### config.mk
export PLATFORM = sky130hd
export DESIGN_NAME = scan_xfer_ctrl_flat
export DESIGN_NICKNAME = d
export VERILOG_FILES = /design/src/rtl/scan_pkg.sv /design/src/rtl/scan_xfer_ctrl_if.sv /design/src/rtl/xfer_fifo.sv /design/src/rtl/scan_xfer_ctrl.sv /design/src/flat_wrapper.sv
export SDC_FILE = /design/constraint.sdc
export NUM_CORES = 1
export LEC_CHECK = 0
export BUFFER_PORTS_ARGS = -buffer_cell sky130_fd_sc_hd__buf_2
export CAP_MARGIN = 15
export CELL_PAD_IN_SITES_DETAIL_PLACEMENT = 2
export CELL_PAD_IN_SITES_GLOBAL_PLACEMENT = 2
export CORE_ASPECT_RATIO = 1.1
export CORE_MARGIN = 3
export CORE_UTILIZATION = 45
export CTS_CLUSTER_DIAMETER = 100
export DETAILED_ROUTE_END_ITERATION = 6
export PLACE_DENSITY_LB_ADDON = 0.1
export REMOVE_ABC_BUFFERS = 1
export SYNTH_ARGS = -nofsm -noshare
export SYNTH_HDL_FRONTEND = slang
export SYNTH_HIERARCHICAL = 1
export SYNTH_SLANG_ARGS = --single-unit
### constraint.sdc
create_clock -name clk -period 4.55 [get_ports clk]
set_clock_uncertainty 0.15 [all_clocks]
set_input_delay 1.365 -clock clk [delete_from_list [all_inputs] [get_ports clk]]
set_output_delay 1.365 -clock clk [all_outputs]
set_load 0.1 [all_outputs]
### src/rtl/scan_pkg.sv
// Shared definitions for the scanner transfer controller: controller states,
// frame geometry and the round-robin pick between the two scanners.
package scan_pkg;

   localparam int SCAN_DEPTH_C = 10;
   localparam int BYTE_W       = 8;

   typedef enum logic [2:0] {
      ST_IDLE,
      ST_GRANT,
      ST_SAMPLE,
      ST_PUSH,
      ST_STEP,
      ST_WAIT,
      ST_CKSUM,
      ST_DONE
   } state_t;

   // Both ready: serve the one not served last. Otherwise serve whichever is ready.
   function automatic logic rr_pick(input logic r0, input logic r1, input logic last);
      return (r0 && r1) ? ~last : r1;
   endfunction

endpackage

### src/rtl/scan_xfer_ctrl_if.sv
// Host-side byte stream of the scanner transfer controller (valid/ready,
// with a last-byte marker). The controller is the master.
interface scan_xfer_ctrl_if;
   import scan_pkg::*;

   logic [BYTE_W-1:0] out_data;
   logic              out_last;
   logic              out_valid;
   logic              out_ready;

   modport master (output out_data, output out_last, output out_valid, input out_ready);
   modport slave  (input out_data, input out_last, input out_valid, output out_ready);

endinterface

### src/rtl/xfer_fifo.sv
// Output FIFO: data + last flag, DEPTH entries (power of two).
// A push is refused while full even if a pop happens in the same cycle;
// a pop while empty is ignored. The head reads as zero while empty.
module xfer_fifo #(
   parameter int WIDTH = 9,
   parameter int DEPTH = 16
) (
   input  logic             clk,
   input  logic             rst,
   input  logic             i_push,
   input  logic [WIDTH-1:0] i_wdata,
   input  logic             i_pop,
   output logic [WIDTH-1:0] o_rdata,
   output logic             o_full,
   output logic             o_empty
);

   localparam int AW = $clog2(DEPTH);

   logic [WIDTH-1:0] r_mem [DEPTH];
   logic [AW-1:0]    r_wr;
   logic [AW-1:0]    r_rd;
   logic [AW:0]      r_count;
   logic             w_push;
   logic             w_pop;

   assign o_full  = (r_count == (AW+1)'(DEPTH));
   assign o_empty = (r_count == '0);
   assign w_push  = i_push && !o_full;
   assign w_pop   = i_pop && !o_empty;
   assign o_rdata = o_empty ? '0 : r_mem[r_rd];

   // Pointer and occupancy bookkeeping.
   always_ff @(posedge clk) begin
      if (rst) begin
         r_wr    <= '0;
         r_rd    <= '0;
         r_count <= '0;
      end else begin
         if (w_push) r_wr <= r_wr + 1'b1;
         if (w_pop)  r_rd <= r_rd + 1'b1;
         case ({w_push, w_pop})
            2'b10:   r_count <= r_count + 1'b1;
            2'b01:   r_count <= r_count - 1'b1;
            default: ;
         endcase
      end
   end

   // Storage array, written only on an accepted push.
   always_ff @(posedge clk) begin
      if (w_push) r_mem[r_wr] <= i_wdata;
   end

endmodule

### src/rtl/scan_xfer_ctrl.sv
// Round-robin consumer for two scanners. Grants one scanner, steps its read
// address one byte at a time (waiting READ_LAT cycles per byte), and packs
// the frame into the output FIFO with the last byte of the frame marked.
// Optional feature macro: SCAN_XFER_CKSUM_EN appends a mod-256 sum byte to
// each frame; that byte then carries the last marker.
module scan_xfer_ctrl import scan_pkg::*; #(
   parameter int SCAN_DEPTH = SCAN_DEPTH_C,
   parameter int READ_LAT   = 4,
   parameter int FIFO_DEPTH = 16
) (
   input  logic              clk,
   input  logic              rst,
   input  logic              i_ready_to_transfer_0,
   input  logic              i_ready_to_transfer_1,
   input  logic [BYTE_W-1:0] i_data_in_0,
   input  logic [BYTE_W-1:0] i_data_in_1,
   output logic              o_transfer_0,
   output logic              o_transfer_1,
   output logic              o_read_inc_0,
   output logic              o_read_inc_1,
   scan_xfer_ctrl_if.master  host,
   output logic              o_busy,
   output logic              o_sel,
   output logic [7:0]        o_frame_count
);

   localparam int WAIT_W = $clog2(READ_LAT + 1);

   state_t            r_state;
   logic              r_sel;
   logic              r_last;
   logic [WAIT_W-1:0] r_wait;
   logic [3:0]        r_idx;
   logic [BYTE_W-1:0] r_hold;
   logic              r_transfer_0;
   logic              r_transfer_1;
   logic              r_read_inc_0;
   logic              r_read_inc_1;
   logic              r_busy;
   logic [7:0]        r_frame_count;
`ifdef SCAN_XFER_CKSUM_EN
   logic [BYTE_W-1:0] r_sum;
`endif

   logic              w_pick;
   logic              w_sel_ready;
   logic [BYTE_W-1:0] w_sel_data;
   logic              w_idx_last;
   logic              w_fifo_push;
   logic [BYTE_W:0]   w_fifo_wdata;
   logic [BYTE_W:0]   w_fifo_rdata;
   logic              w_full;
   logic              w_empty;

   assign w_pick      = rr_pick(i_ready_to_transfer_0, i_ready_to_transfer_1, r_last);
   assign w_sel_ready = r_sel ? i_ready_to_transfer_1 : i_ready_to_transfer_0;
   assign w_sel_data  = r_sel ? i_data_in_1 : i_data_in_0;
   assign w_idx_last  = (r_idx == 4'(SCAN_DEPTH - 1));

   // FIFO write request and payload for the byte or sum being emitted.
   always_comb begin
      w_fifo_push  = 1'b0;
      w_fifo_wdata = {w_idx_last, r_hold};
`ifdef SCAN_XFER_CKSUM_EN
      w_fifo_wdata = {1'b0, r_hold};
      if (r_state == ST_CKSUM) w_fifo_wdata = {1'b1, r_sum};
      w_fifo_push = ((r_state == ST_PUSH) || (r_state == ST_CKSUM)) && !w_full;
`else
      w_fifo_push = (r_state == ST_PUSH) && !w_full;
`endif
   end

   // Transfer sequencer: arbitration, per-byte read pacing and frame close-out.
   always_ff @(posedge clk) begin
      if (rst) begin
         r_state       <= ST_IDLE;
         r_sel         <= 1'b0;
         r_last        <= 1'b1;
         r_wait        <= '0;
         r_idx         <= '0;
         r_transfer_0  <= 1'b0;
         r_transfer_1  <= 1'b0;
         r_read_inc_0  <= 1'b0;
         r_read_inc_1  <= 1'b0;
         r_busy        <= 1'b0;
         r_frame_count <= '0;
      end else begin
         r_read_inc_0 <= 1'b0;
         r_read_inc_1 <= 1'b0;
         case (r_state)
            ST_IDLE: begin
               if (i_ready_to_transfer_0 || i_ready_to_transfer_1) begin
                  r_sel        <= w_pick;
                  r_transfer_0 <= ~w_pick;
                  r_transfer_1 <= w_pick;
                  r_busy       <= 1'b1;
                  r_state      <= ST_GRANT;
               end
            end
            ST_GRANT: begin
               r_wait  <= WAIT_W'(READ_LAT);
               r_idx   <= '0;
               r_state <= ST_WAIT;
            end
            ST_WAIT: begin
               if (r_wait == WAIT_W'(1)) r_state <= ST_SAMPLE;
               else                      r_wait  <= r_wait - 1'b1;
            end
            ST_SAMPLE: begin
               r_state <= ST_PUSH;
            end
            ST_PUSH: begin
               if (!w_full) begin
                  if (!w_idx_last) begin
                     r_read_inc_0 <= ~r_sel;
                     r_read_inc_1 <= r_sel;
                     r_state      <= ST_STEP;
                  end else begin
`ifdef SCAN_XFER_CKSUM_EN
                     r_state <= ST_CKSUM;
`else
                     r_transfer_0  <= 1'b0;
                     r_transfer_1  <= 1'b0;
                     r_frame_count <= r_frame_count + 8'd1;
                     r_last        <= r_sel;
                     r_state       <= ST_DONE;
`endif
                  end
               end
            end
            ST_STEP: begin
               r_idx   <= r_idx + 4'd1;
               r_wait  <= WAIT_W'(READ_LAT);
               r_state <= ST_WAIT;
            end
`ifdef SCAN_XFER_CKSUM_EN
            ST_CKSUM: begin
               if (!w_full) begin
                  r_transfer_0  <= 1'b0;
                  r_transfer_1  <= 1'b0;
                  r_frame_count <= r_frame_count + 8'd1;
                  r_last        <= r_sel;
                  r_state       <= ST_DONE;
               end
            end
`endif
            ST_DONE: begin
               // Hold here until the served scanner withdraws its frame.
               if (!w_sel_ready) begin
                  r_busy  <= 1'b0;
                  r_state <= ST_IDLE;
               end
            end
            default: begin
               r_busy  <= 1'b0;
               r_state <= ST_IDLE;
            end
         endcase
      end
   end

   // Byte holding register, loaded when the scanner output has settled.
   always_ff @(posedge clk) begin
      if (r_state == ST_SAMPLE) r_hold <= w_sel_data;
   end

`ifdef SCAN_XFER_CKSUM_EN
   // Running mod-256 frame sum, cleared at grant.
   always_ff @(posedge clk) begin
      if (r_state == ST_GRANT)       r_sum <= '0;
      else if (r_state == ST_SAMPLE) r_sum <= r_sum + w_sel_data;
   end
`endif

   xfer_fifo #(
      .WIDTH (BYTE_W + 1),
      .DEPTH (FIFO_DEPTH)
   ) u_fifo (
      .clk     (clk),
      .rst     (rst),
      .i_push  (w_fifo_push),
      .i_wdata (w_fifo_wdata),
      .i_pop   (host.out_ready),
      .o_rdata (w_fifo_rdata),
      .o_full  (w_full),
      .o_empty (w_empty)
   );

   assign host.out_valid = ~w_empty;
   assign host.out_data  = w_fifo_rdata[BYTE_W-1:0];
   assign host.out_last  = w_fifo_rdata[BYTE_W];

   assign o_transfer_0  = r_transfer_0;
   assign o_transfer_1  = r_transfer_1;
   assign o_read_inc_0  = r_read_inc_0;
   assign o_read_inc_1  = r_read_inc_1;
   assign o_busy        = r_busy;
   assign o_sel         = r_sel;
   assign o_frame_count = r_frame_count;

endmodule

### src/flat_wrapper.sv
// flat-port wrapper written by rule: the top's interface ports become plain ports
module scan_xfer_ctrl_flat import scan_pkg::*;
#(
   parameter int SCAN_DEPTH = SCAN_DEPTH_C,
   parameter int READ_LAT   = 4,
   parameter int FIFO_DEPTH = 16
)
  (clk, rst, i_ready_to_transfer_0, i_ready_to_transfer_1, i_data_in_0, i_data_in_1, o_transfer_0, o_transfer_1, o_read_inc_0, o_read_inc_1, o_busy, o_sel, o_frame_count, host_out_data, host_out_last, host_out_valid, host_out_ready);
  scan_xfer_ctrl_if host_i ();
  input  logic clk;
  input  logic rst;
  input  logic i_ready_to_transfer_0;
  input  logic i_ready_to_transfer_1;
  input  logic [BYTE_W-1:0] i_data_in_0;
  input  logic [BYTE_W-1:0] i_data_in_1;
  output logic o_transfer_0;
  output logic o_transfer_1;
  output logic o_read_inc_0;
  output logic o_read_inc_1;
  output logic o_busy;
  output logic o_sel;
  output logic [7:0] o_frame_count;
  output wire logic [$bits(host_i.out_data)-1:0] host_out_data;
  output wire logic [$bits(host_i.out_last)-1:0] host_out_last;
  output wire logic [$bits(host_i.out_valid)-1:0] host_out_valid;
  input wire logic [$bits(host_i.out_ready)-1:0] host_out_ready;
  assign host_out_data = host_i.out_data;
  assign host_out_last = host_i.out_last;
  assign host_out_valid = host_i.out_valid;
  assign host_i.out_ready = host_out_ready;
  scan_xfer_ctrl #(.SCAN_DEPTH(SCAN_DEPTH), .READ_LAT(READ_LAT), .FIFO_DEPTH(FIFO_DEPTH)) u_core (.clk(clk), .rst(rst), .i_ready_to_transfer_0(i_ready_to_transfer_0), .i_ready_to_transfer_1(i_ready_to_transfer_1), .i_data_in_0(i_data_in_0), .i_data_in_1(i_data_in_1), .o_transfer_0(o_transfer_0), .o_transfer_1(o_transfer_1), .o_read_inc_0(o_read_inc_0), .o_read_inc_1(o_read_inc_1), .host(host_i), .o_busy(o_busy), .o_sel(o_sel), .o_frame_count(o_frame_count));
endmodule
==> results.py, run 1 <==
metrics = {
    "placement": {
        "hpwlAfterDp_mm": 13.6,
        "io_buffers": 44,
        "dpl_cell_area_mm2": 0.00876,
        "place_congestion": 0.717,
        "place_ws_ns": 0.605,
    },
    "global_route": {
        "grtUsageMet2_pct": 39.1,
        "grt_pass1_wl_mm": 32.4,
        "top_usage_layer": "met2",
        "antenna_found_initial": 0,
        "grt_max_degree": 44,
        "first_global_vias": 5345,
        "grtUsageMet3_pct": 3.52,
        "grt_overflow": 0,
        "grt_use_total_pct": 21.7,
        "use_met1_pct": 27.4,
    },
    "logic_synthesis": {
        "ys_seq_elements": 194,
        "synthFlopType": "edfxtp_1",
        "yosys_warnings": 6,
        "synth_most_common_cell": "edfxtp_1",
        "synth-async-reset-ratio_pct": 0,
        "yosys.area.top_type_share_pct": 55.3,
        "synth.distinct_cells": 66,
        "syn_area_mm2": 0.00826,
        "synth_edf_count": 152,
        "yosys-top-cells-area": "edfxtp_1 (55%), dfxtp_1 (10%), mux4_2 (9.8%)",
        "synth_common_cells": "edfxtp_1 (152), dfxtp_1 (42), mux4_2 (36), nor2_1 (36)",
        "synth_area_per_cell_um2": 15.4,
        "synth_top_area_cell": "edfxtp_1",
        "ys_seq_area_share_pct": 65.4,
        "syn_inst": 535,
    },
    "routing": {
        "wl_mm": 20.5,
        "remaining_drc_errors": 0,
        "wire_per_inst_um": 24.6,
        "vias": 4759,
        "drtIter0Drc": 253,
        "vias_per_cell": 5.71,
        "drtPass1Iterations": 4,
        "drtAntennaViolNets": 0,
    },
    "floorplanning": {
        "die_h_um": 148,
        "start_util_pct": 46.2,
        "rows": 51,
        "dieArea_mm2": 0.0200,
        "die_w_um": 135,
        "coreArea_mm2": 0.0179,
        "design.portCount": 45,
    },
    "timing": {
        "fin_ws_ns": 0.213,
        "setup_viol": 0,
        "drv_slew": 0,
        "fin_tns_setup_ns": 0,
        "worst_slew_pin_slew_ns": 1.14,
        "min_period_ns": 4.34,
        "rsz0062_at_grt": "no",
        "fmax_mhz": 231,
        "slew-limit-headroom_pct": 23.5,
        "finalCritPeriodShare_pct": 95.3,
        "hold_violations": 0,
        "holdWs_ns": 0.314,
    },
    "setup_path": {
        "path_max_fanout": 23,
        "slowest_delay_ns": 0.68,
        "worstSetupPathType": "flop to primary output",
        "cp-start-kind": "flop",
        "critPathRequiredTime_ns": 3.03,
        "cp_common_cell": "a211oi_1",
        "crit_chain": "buf_12 -> mux4_2 -> nor2b_1 -> a211oi_1 -> a211oi_1 -> buf_2",
        "endpoint_kind": "primary output",
        "crit_arrival_ns": 2.82,
        "cp_slowest_cell": "dfxtp_2",
    },
    "clock_tree": {
        "cts_tree": "done",
        "clock-sinks": 194,
        "clkTransAtPathRegs_ns": 0.07,
        "cts_htree_levels": 4,
        "cts_resized": 0,
        "clockRootBuffer": "clkbuf_16",
        "cts_buffers": 17,
        "clk_latency_ns": 0.43,
        "cts_setup_buffers": 0,
        "holdBufCountCts": 0,
        "clockBufferDepth": 2,
    },
    "power": {
        "ir_worst_vdd_v": 0.000485,
        "p_leak_nw": 3.12,
        "fin_total_pwr_mw": 4.62,
        "p_per_area_mw_per_mm2": 497,
    },
    "cells_and_area": {
        "fin_nets": 617,
        "antenna_cells": 0,
        "drive_above_1_share_pct": 25.2,
        "stdcell_area_mm2": 0.00930,
        "area_growth_pct": 12.6,
    },
    "outcome": {
        "outcome": "complete, no violations",
    },
    "min_path": {
        "hp-class": "flop to flop",
    },
    "flow_run": {
        "cap_violations": 0,
    },
}
[cell type report]
class,instances,area (um^2)
fillers,1644,8570
flip-flops and latches,194,5410
multi-input cells,294,2620
clock buffers,21,472
repair buffers,63,392
well taps,238,298
clock inverters,11,60.1
inverters,13,48.8
[metrics by stage]
step           cells  utilization, %
2_1_floorplan    501               -
3_3_place_gp     801            49.0
3_5_place_dp     801            49.0
4_1_cts          833            52.0
5_1_grt          834            52.1
6_report         834            52.1
[sequential cells by signal, summed over array words and instances, names as in the netlist, named ones only]
| name | cells |
|---|---|
| u_core/o_read_inc_1 | 1 |
| u_core/r_idx | 4 |
| u_core/u_fifo/r_mem | 144 |
| u_core/r_wait | 3 |
| u_core/u_fifo/r_count | 5 |
| u_core/o_transfer_0 | 1 |
| u_core/o_read_inc_0 | 1 |
| u_core/r_state | 3 |
| u_core/o_frame_count | 8 |
| u_core/r_last | 1 |
| u_core/o_busy | 1 |
| u_core/o_transfer_1 | 1 |
| u_core/u_fifo/r_wr | 4 |
| u_core/u_fifo/r_rd | 4 |
| u_core/r_hold | 8 |
| u_core/o_sel | 1 |
[worst max-delay path, delay by kind of cell, from the launching register on]
family / cells / cell delay (ns)
and+or+nand+nor: 1 / 0.15
buffers and inverters: 2 / 0.63
muxes: 1 / 0.50
AOI/OAI and AO/OA: 2 / 0.42
DFF: 1 / 0.68
[cell usage in the layout (no fill, tap or decap), types with 9 or more instances in the layout]
master and count:
xor2_1 9, nor3_1 12, mux4_2 36, nor2_1 36, a21oi_1 14, dfxtp_1 40
mux2i_1 14, nand2_1 19, o21ai_0 12, a211oi_1 19, inv_1 14, nand3_1 9
clkbuf_16 18, nor2b_1 12, buf_2 44, ha_1 13, edfxtp_1 152, buf_4 16
[routing by layer]
| layer | up-vias | routed length [um] |
|---|---|---|
| met2 | 99 | 11300 |
| met1 | 2479 | 8310 |
| li1 | 2167 | - |
| met5 | - | 0 |
| met3 | 14 | 697 |
| met4 | 0 | 176 |
[logic make-up after synthesis]
group	count (synthesis)	share of synthesized area, %
AOI/OAI and AO/OA	76	6.95
xor gates and xnor gates	15	1.59
DFF	194	65.4
buffers and inverters	47	2.80
muxes	58	12.6
and+or+nand+nor	132	8.65
adders and majority gates	13	1.97
[power by group]
part	switching (mW)	internal, mW
Combinational	0.884	0.315
Clock	0.628	0.741
Sequential	0.106	1.95
[final timing paths]
path | startpoint | endpoint | slack (ns) | cells after the start
hold / removal | u_core/o_busy | u_core/o_busy | 0.31 | 2
setup / recovery | flop | host_out_data[0] | 0.21 | 6
setup reg to reg | u_core/u_fifo/r_count[2] | u_core/u_fifo/r_count[4] | 0.77 | 13
hold reg to reg | u_core/o_busy | u_core/o_busy | 0.31 | 2
(Power assumes the default switching activity.)
==> run 2: changes to the inputs <==
--- a/config.mk
+++ b/config.mk
@@ -12,6 +12,7 @@
 export CORE_ASPECT_RATIO = 1.1
 export CORE_MARGIN = 3
 export CORE_UTILIZATION = 45
+export CTS_BUF_LIST = sky130_fd_sc_hd__clkbuf_16
 export CTS_CLUSTER_DIAMETER = 100
 export DETAILED_ROUTE_END_ITERATION = 6
 export PLACE_DENSITY_LB_ADDON = 0.1
==> results.py, run 2 (same netlist as run 1, synthesis figures left out) <==
metrics = {
    "timing": {
        "worst_slew_pin_slew_ns": 1.14,
        "hold_violations": 0,
        "setup_viol": 0,
        "drv_slew": 0,
        "fmax_mhz": 231,
        "slew-limit-headroom_pct": 24.0,
        "fin_ws_ns": 0.219,
        "holdWs_ns": 0.314,
        "finalCritPeriodShare_pct": 95.2,
        "min_period_ns": 4.33,
        "rsz0062_at_grt": "no",
    },
    "min_path": {
        "hp-class": "flop to flop",
    },
    "global_route": {
        "grt_max_degree": 44,
        "first_global_vias": 5350,
        "grt_overflow": 0,
        "antenna_found_initial": 0,
        "grt_use_total_pct": 21.7,
        "grt_pass1_wl_mm": 32.4,
    },
    "placement": {
        "dp_cells": 801,
        "place_ws_ns": 0.605,
        "io_buffers": 44,
        "dpl_cell_area_mm2": 0.00876,
        "hpwlAfterDp_mm": 13.6,
        "place_congestion": 0.717,
    },
    "setup_path": {
        "cp_slowest_cell": "dfxtp_1",
        "cp-start-kind": "flop",
        "worstSetupPathType": "flop to primary output",
        "cp_common_cell": "a211oi_1",
        "path_delay_family": "buffers and inverters",
        "slowest_delay_ns": 0.77,
        "crit_arrival_ns": 2.82,
        "path_buf_inv": 2,
        "path_max_fanout": 12,
        "critPathRequiredTime_ns": 3.03,
        "crit_chain": "buf_4 -> mux4_2 -> nor2b_1 -> a211oi_1 -> a211oi_1 -> buf_2",
        "endpoint_kind": "primary output",
    },
    "flow_run": {
        "cap_violations": 0,
    },
    "cells_and_area": {
        "fin_nets": 617,
        "antenna_cells": 0,
        "final_cell_mix": "edfxtp_1 (152), buf_2 (44), dfxtp_1 (40), nor2_1 (36), mux4_2 (36)",
        "top_register": "u_core/u_fifo/r_mem",
        "largest_reg_flops": 144,
        "fin_cells": 834,
        "final_common_cell": "edfxtp_1",
        "stdcell_area_mm2": 0.00929,
        "drive_above_1_share_pct": 25.2,
        "final.fill_count": 1644,
        "area_growth_pct": 12.5,
    },
    "floorplanning": {
        "design.portCount": 45,
        "die_w_um": 135,
        "coreArea_mm2": 0.0179,
        "dieArea_mm2": 0.0200,
        "start_util_pct": 46.2,
        "die_h_um": 148,
        "rows": 51,
    },
    "routing": {
        "drt-met1-wl_mm": 8.21,
        "vias_per_cell": 5.68,
        "drtIter0Drc": 257,
        "wl_mm": 20.4,
        "drtAntennaViolNets": 0,
        "drtPass1Iterations": 4,
        "highest_layer": "met4",
        "wl_met2_mm": 11.3,
        "wl_met3_um": 752,
        "wire_per_inst_um": 24.5,
        "vias": 4735,
        "remaining_drc_errors": 0,
    },
    "clock_tree": {
        "cts_setup_buffers": 0,
        "cts_htree_levels": 4,
        "clock-sinks": 194,
        "clockRootBuffer": "clkbuf_16",
        "clkTransAtPathRegs_ns": 0.07,
        "clk_latency_ns": 0.42,
        "cts_resized": 0,
        "holdBufCountCts": 0,
        "cts_buffers": 17,
        "clockBufferDepth": 2,
        "cts_tree": "done",
    },
    "power": {
        "fin_total_pwr_mw": 4.60,
        "ir_worst_vdd_v": 0.000485,
        "p_leak_nw": 3.12,
        "p_per_area_mw_per_mm2": 495,
    },
    "outcome": {
        "outcome": "complete, no violations",
    },
}
[run 2: cell types whose count changed in the layout (fill, tap and decap cells not counted), sizes merged]
| cell | before | now |
|---|---|---|
| clkbuf | 21 | 18 |
| inv | 19 | 22 |
[run 2: report_power, final]
part	internal, mW	switching, mW	total, mW
clock	0.720	0.627	1.35
combinational	0.315	0.884	1.20
sequential	1.95	0.106	2.05
total	2.98	1.62	4.60
[run 2: metal layers]
layer	GRT usage [%]	vias up
met2	39.1	95
li1	-	2168
met1	27.5	2461
met4	5.54	0
met5	0	-
met3	3.52	11
[run 2: worst reg2reg max path: cells and delay by family, from the launching register on]
kind	cells	cell delay [ns]
AND/OR/NAND/NOR	6	1.62
AO/OA/AOI/OAI	2	0.47
adder cells (fa/ha/maj)	2	0.66
XOR/XNOR	1	0.19
flip-flops	1	0.41
buffers and inverters	2	0.18
[run 2: layout make-up]
type	instances	area [um^2]	area share (%)
clock buffers	18	450	4.85
clock inverters	14	71.3	0.767
inverters	13	48.8	0.525
multi-input cells	294	2620	28.2
flip-flops and latches	194	5410	58.2
well taps	238	298	3.20
repair buffers	63	392	4.21
[run 2: stage by stage]
step,utilization (%),TNS [ns]
final,52.0,0
after global routing,52.0,0
after CTS,51.9,0
after detailed placement,49.0,0
after global placement,49.0,0
after floorplan,-,-10.79
[run 2: path summary, 6_finish.rpt]
path | end | cells after the start | slack, ns | start
max reg2reg | u_core/u_fifo/r_count[4] | 13 | 0.77 | u_core/u_fifo/r_count[2]
max | host_out_data[0] | 6 | 0.22 | flop
min | u_core/o_busy | 2 | 0.31 | u_core/o_busy
min reg2reg | u_core/o_busy | 2 | 0.31 | u_core/o_busy
